===== src/rtl/multicycle_main_fsm.sv =====
// Multicycle ARM main control FSM.
// Sequences FETCH/DECODE/execute states and produces unconditioned write
// intents (gated later by the conditional-logic stage), datapath selects and
// ALU control. Moore outputs are decoded from the registered state; write
// strobes are forced low while reset is asserted.
module multicycle_main_fsm #(
  parameter int unsigned MEM_LAT = 0
) (
  input  logic       clk,
  input  logic       reset,
  input  logic [1:0] Op,
  input  logic [5:0] Funct,
  input  logic [3:0] Rd,
  output logic       PCS,
  output logic       RegW,
  output logic       MemW,
  output logic [1:0] FlagW,
  output logic       NoWrite,
  output logic       NextPC,
  output logic       IRWrite,
  output logic       AdrSrc,
  output logic [1:0] ResultSrc,
  output logic       ALUSrcA,
  output logic [1:0] ALUSrcB,
  output logic [1:0] ALUControl,
  output logic [1:0] ImmSrc,
  output logic [1:0] RegSrc,
  output logic       illegal_op,
  output logic [3:0] state_o
);

  typedef enum logic [3:0] {
    S_FETCH    = 4'd0,
    S_DECODE   = 4'd1,
    S_MEMADR   = 4'd2,
    S_MEMREAD  = 4'd3,
    S_MEMWB    = 4'd4,
    S_MEMWRITE = 4'd5,
    S_EXECUTER = 4'd6,
    S_EXECUTEI = 4'd7,
    S_ALUWB    = 4'd8,
    S_BRANCH   = 4'd9
  } state_t;

  localparam logic [3:0] MEM_LAT_C = 4'(MEM_LAT);

  state_t     state_r;
  logic [3:0] wait_cnt_r;
  logic       nowrite_r;

  logic [1:0] alu_ctrl_s;
  logic [1:0] alu_flagw_s;
  logic       alu_nowrite_s;
  logic       rd_is_pc_s;

  assign rd_is_pc_s = (Rd == 4'd15);
  assign ImmSrc     = Op;
  assign RegSrc     = {(Op == 2'b01), (Op == 2'b10)};
  assign state_o    = state_r;

  // ALU command decode: operation, flag-write mask and CMP write suppression
  always_comb begin
    alu_ctrl_s    = 2'b00;
    alu_flagw_s   = 2'b00;
    alu_nowrite_s = 1'b0;
    case (Funct[4:1])
      4'b0100: begin
        alu_ctrl_s  = 2'b00;
        alu_flagw_s = Funct[0] ? 2'b11 : 2'b00;
      end
      4'b0010: begin
        alu_ctrl_s  = 2'b01;
        alu_flagw_s = Funct[0] ? 2'b11 : 2'b00;
      end
      4'b0000: begin
        alu_ctrl_s  = 2'b10;
        alu_flagw_s = Funct[0] ? 2'b10 : 2'b00;
      end
      4'b1100: begin
        alu_ctrl_s  = 2'b11;
        alu_flagw_s = Funct[0] ? 2'b10 : 2'b00;
      end
      4'b1010: begin
        // CMP: subtract, always update all flags, never write Rd
        alu_ctrl_s    = 2'b01;
        alu_flagw_s   = 2'b11;
        alu_nowrite_s = 1'b1;
      end
      default: begin
        alu_ctrl_s  = 2'b00;
        alu_flagw_s = 2'b00;
      end
    endcase
  end

  // State register, MEMREAD wait counter and NoWrite carried into ALUWB
  always_ff @(posedge clk) begin
    if (reset) begin
      state_r    <= S_FETCH;
      wait_cnt_r <= 4'd0;
      nowrite_r  <= 1'b0;
    end else begin
      case (state_r)
        S_FETCH: state_r <= S_DECODE;
        S_DECODE: begin
          case (Op)
            2'b00:   state_r <= Funct[5] ? S_EXECUTEI : S_EXECUTER;
            2'b01:   state_r <= S_MEMADR;
            2'b10:   state_r <= S_BRANCH;
            default: state_r <= S_FETCH;
          endcase
        end
        S_MEMADR: state_r <= Funct[0] ? S_MEMREAD : S_MEMWRITE;
        S_MEMREAD: begin
          if (wait_cnt_r == MEM_LAT_C) begin
            state_r    <= S_MEMWB;
            wait_cnt_r <= 4'd0;
          end else begin
            wait_cnt_r <= wait_cnt_r + 4'd1;
          end
        end
        S_EXECUTER, S_EXECUTEI: begin
          state_r   <= S_ALUWB;
          nowrite_r <= alu_nowrite_s;
        end
        S_MEMWB, S_MEMWRITE, S_ALUWB, S_BRANCH: state_r <= S_FETCH;
        default: state_r <= S_FETCH;
      endcase
    end
  end

  // Moore output decode; write strobes are held low while reset is high
  always_comb begin
    PCS        = 1'b0;
    RegW       = 1'b0;
    MemW       = 1'b0;
    FlagW      = 2'b00;
    NoWrite    = 1'b0;
    NextPC     = 1'b0;
    IRWrite    = 1'b0;
    AdrSrc     = 1'b0;
    ResultSrc  = 2'b00;
    ALUSrcA    = 1'b0;
    ALUSrcB    = 2'b00;
    ALUControl = 2'b00;
    illegal_op = 1'b0;
    case (state_r)
      S_FETCH: begin
        IRWrite   = 1'b1;
        NextPC    = 1'b1;
        ALUSrcA   = 1'b1;
        ALUSrcB   = 2'b10;
        ResultSrc = 2'b10;
      end
      S_DECODE: begin
        ALUSrcA    = 1'b1;
        ALUSrcB    = 2'b10;
        ResultSrc  = 2'b10;
        illegal_op = (Op == 2'b11);
      end
      S_MEMADR: begin
        ALUSrcB = 2'b01;
      end
      S_MEMREAD: begin
        AdrSrc = 1'b1;
      end
      S_MEMWB: begin
        ResultSrc = 2'b01;
        RegW      = 1'b1;
        PCS       = rd_is_pc_s;
      end
      S_MEMWRITE: begin
        AdrSrc = 1'b1;
        MemW   = 1'b1;
      end
      S_EXECUTER, S_EXECUTEI: begin
        ALUSrcB    = (state_r == S_EXECUTEI) ? 2'b01 : 2'b00;
        ALUControl = alu_ctrl_s;
        FlagW      = alu_flagw_s;
        NoWrite    = alu_nowrite_s;
      end
      S_ALUWB: begin
        RegW    = 1'b1;
        PCS     = rd_is_pc_s;
        NoWrite = nowrite_r;
      end
      S_BRANCH: begin
        ALUSrcB   = 2'b01;
        ResultSrc = 2'b10;
        PCS       = 1'b1;
      end
      default: begin
        PCS = 1'b0;
      end
    endcase
    if (reset) begin
      PCS        = 1'b0;
      RegW       = 1'b0;
      MemW       = 1'b0;
      FlagW      = 2'b00;
      NoWrite    = 1'b0;
      NextPC     = 1'b0;
      IRWrite    = 1'b0;
      illegal_op = 1'b0;
    end else begin
      illegal_op = illegal_op;
    end
  end

endmodule


===== config.mk =====
export PLATFORM = sky130hd
export DESIGN_NAME = multicycle_main_fsm
export DESIGN_NICKNAME = d
export VERILOG_FILES = /design/src/rtl/multicycle_main_fsm.sv
export SDC_FILE = /design/constraint.sdc
export NUM_CORES = 1
export LEC_CHECK = 0
export CORE_MARGIN = 1.5
export CORE_UTILIZATION = 25
export DETAILED_ROUTE_END_ITERATION = 10
export GPL_TIMING_DRIVEN = 0
export HOLD_SLACK_MARGIN = 0.12
export PLACE_DENSITY = 0.51
export SLEW_MARGIN = 25
export SYNTH_ARGS = -nofsm -noshare
export SYNTH_HDL_FRONTEND = slang
export SYNTH_SLANG_ARGS = --single-unit

===== constraint.sdc =====
create_clock -name clk -period 2.5 [get_ports clk]
set_input_delay 0.5 -clock clk [delete_from_list [all_inputs] [get_ports clk]]
set_output_delay 0.5 -clock clk [all_outputs]
set_load 0.01 [all_outputs]

==> results.cfg <==
[global_route]
grt_pass1_vias = 832
grt_usage_pct = 13.51
globalRoute.totalOverflow = 0
grt_max_degree = 11
grt_pass1_wl_um = 3836
antenna_found_initial = 0

[yosys]
synth_top_family_by_area = simple AND/OR/NAND/NOR gates
yosysWarnings = 0
ys_ff_latch = 9
ys.flop_type = dfxtp_1
yosys.area_share.adder_pct = 3.017
synthTopCellsByCount = nor2_1 (14), dfxtp_1 (9), nor2b_1 (7)
synthMuxAreaShare_pct = 4.223
yosysMostFrequentCell = nor2_1
synth_enable_flop_cells = 0
yosys-top-cells-area = dfxtp_1 (22%), nor2_1 (6.3%), nor2b_1 (5.3%), nand2b_1 (4.5%), buf_6 (4.1%)
avgSynthCellArea_sq_um = 7.826
ys_seq_area_share_pct = 21.72
ys_types = 42
syn_area_sq_um = 829.5
syn-num-nets = 122
synth-compound-area-share_pct = 17.65
yosys.area.top_type = dfxtp_1
syn-instance-count = 106
synth_simple_gate_area_share_pct = 37.86
yosysTopAreaCellShare_pct = 21.72
synth_xor_area_share_pct = 4.223
synthArstFlopShare_pct = 0

[power]
switchingPower_uw = 130.9
p_leak_nw = 0.5455
p_comb_share_pct = 39.4
power.density_nw_per_um2 = 329.8
power_frac_seq_pct = 35.5
p_clk_share_pct = 25.0
p_sw_share_pct = 30.07
power.internal_uw = 304.5
p_total_uw = 435.4
peakVddDrop_uv = 219.2

[floorplan]
start_util_pct = 26.73
die_area_sq_um = 3673
core.rowCount = 20
die_x_um = 60.61
core_sq_um = 3103
io_pins = 39
die_h_um = 60.61

[place]
io_buffers = 38
dp_hpwl_um = 1809
place_inst = 188
placed_cell_area_sq_um = 1265
gp_congestion = 0.7196

[timing]
fmax_mhz = 409.9
final-hold-violation-count = 0
max_slew_margin_pct = 76.21
fin_skew_ns = 0.001276
finalCriticalPeriod_ns = 2.440
whs_ns = 0.4898
finalSetupViolations = 0
worst_pin_slew_ns = 0.3560
maxSlewViolCount = 0
rsz0062_at_grt = false
period_share_pct = 97.59

[clock_tree]
cts_buffer_depth = 2
cts_tree = built
cts_made_buffers = 3
htreeDepth = 1
clk_pin_slew_ns = 0.06
cts_num_sinks = 9
post-cts-setup-buffer-count = 0
clockRootBuffer = clkbuf_4
clk_latency_ns = 0.25

[critical_path]
critPathTopFamily = buffers and inverters
slowest_delay_ns = 0.53
cp_data_arrival_time_ns = 1.94
slowest_stage = clkdlybuf4s50_1
worstPathRequired_ns = 2.00
crit_type = in2out
worstReg2RegEnd = wait_cnt_r[3]
worst_path_most_repeated_cell = clkdlybuf4s50_1
r2r.worst_path.cells = 5
worstPathMaxFanout = 2
reg2reg_setup_slack_ns = 1.08
reg2reg_from = state_o[3]
critPathLaunchType = input pin
crit_chain = clkdlybuf4s50_1, or3_1, nor2_1, clkdlybuf4s50_1
endpoint_kind = output port
worstPathBufferInverterCount = 2

[hold_path]
holdPathEnd = nowrite_r
worstHoldPathType = reg2reg
hold_depth = 2
hold_start = nowrite_r

[finish]
syn_to_final_growth_pct = 59.13
nets = 165
layout.cells.non_filler = 192
diodes = 0
drive_gt1_share_pct = 16.22
stdcell_area_sq_um = 1320

[route]
via_per_inst = 4.703
first_iter_violations = 44
wl_per_cell_um = 12.18
ant_nets = 0
vias = 903
drc = 0
firstDrtPassIters = 4
wirelength_um = 2338

[status]
status = completed

[run]
cap_violations = 0
## power groups by stage
stage | clock network, mW | logic [mW] | registers [mW]
floorplan | 0 | 0.0814 | 0.158
global placement | 0 | 0.166 | 0.158
detailed placement | 0 | 0.167 | 0.157
CTS | 0.113 | 0.173 | 0.155
global route | 0.123 | 0.187 | 0.156
finish | 0.109 | 0.172 | 0.155
## metal layers
metal,GRT usage [%],vias to the layer above,wire [um]
met4,0.9317,0,0
met5,0,-,0
met2,22.43,28,1078
met1,19.07,409,1135
met3,2.559,0,124
li1,-,466,-
## registers in the layout, summed over array words and instances, names as in the netlist
name        flops
wait_cnt_r      4
state_o         4
nowrite_r       1
## repair_timing
item | CTS | global route
hold buffers | 0 | 0
gates resized for setup | 23 | 7
endpoints found under the setup margin | 11 | 3
hold endpoints to repair | 0 | 0
## worst register-to-register path: stages (launching register included)
cell	delay, ns
dfxtp_1	0.32
buf_6	0.14
nor4bb_4	0.27
buf_6	0.16
nand4_2	0.11
mux2_4	0.31
## cells in the final DEF (no fill, tap or decap), drive strengths merged, types with 2 or more instances in the layout
| master | instances |
|---|---|
| a21oi | 6 |
| nand2b | 6 |
| nor4 | 3 |
| dlygate4sd2 | 7 |
| buf | 10 |
| mux2i | 2 |
| dfxtp | 9 |
| o22ai | 2 |
| nor2b | 7 |
| nand4 | 2 |
| xor2 | 3 |
| clkdlybuf4s50 | 27 |
| a2111oi | 3 |
| nor2 | 14 |
| ha | 2 |
| o21ai | 3 |
| and3 | 2 |
| or3 | 3 |
| nand2 | 2 |
| clkbuf | 9 |
| inv | 3 |
| nand3 | 5 |
## stage by stage
stage	TNS, ns	setup WS (ns)	utilization, %
floorplan	0	0.4164	-
global placement	-3.319	-0.5964	40.77
detailed placement	-3.220	-0.5911	40.77
CTS	0	0.02141	42.70
global route	0	0.008926	42.54
finish	0	0.06032	42.54
## cell type report
cell class	instances	area, sq um
inverter	3	11.26
tap	44	55.05
clock buffer	4	26.28
timing repair buffer	38	361.6
fill	347	1783
buffer	12	105.1
sequential	9	182.7
multi-input combinational	82	578.1
## worst max-delay path by stage
| stage | startpoint | end | cells past startpoint |
|---|---|---|---|
| 2_1_floorplan | reset | NextPC | 4 |
| 5_1_grt | Funct[1] | ALUControl[0] | 4 |
| 3_5_place_dp | reset | NextPC | 6 |
| 6_report | Funct[1] | ALUControl[0] | 4 |
| 4_1_cts | Funct[1] | FlagW[1] | 5 |
| 3_3_place_gp | reset | NextPC | 6 |
## kinds of logic (layout without fill, tap and decap cells)
group                    count (synthesis)  count (layout)
AO/OA/AOI/OAI                           21              21
XOR/XNOR                                 4               4
adder cells (fa/ha/maj)                  2               2
buffers and inverters                   15              57
flip-flops                               9               9
multiplexers                             3               3
AND/OR/NAND/NOR                         52              52
(Power assumes the default switching activity.)
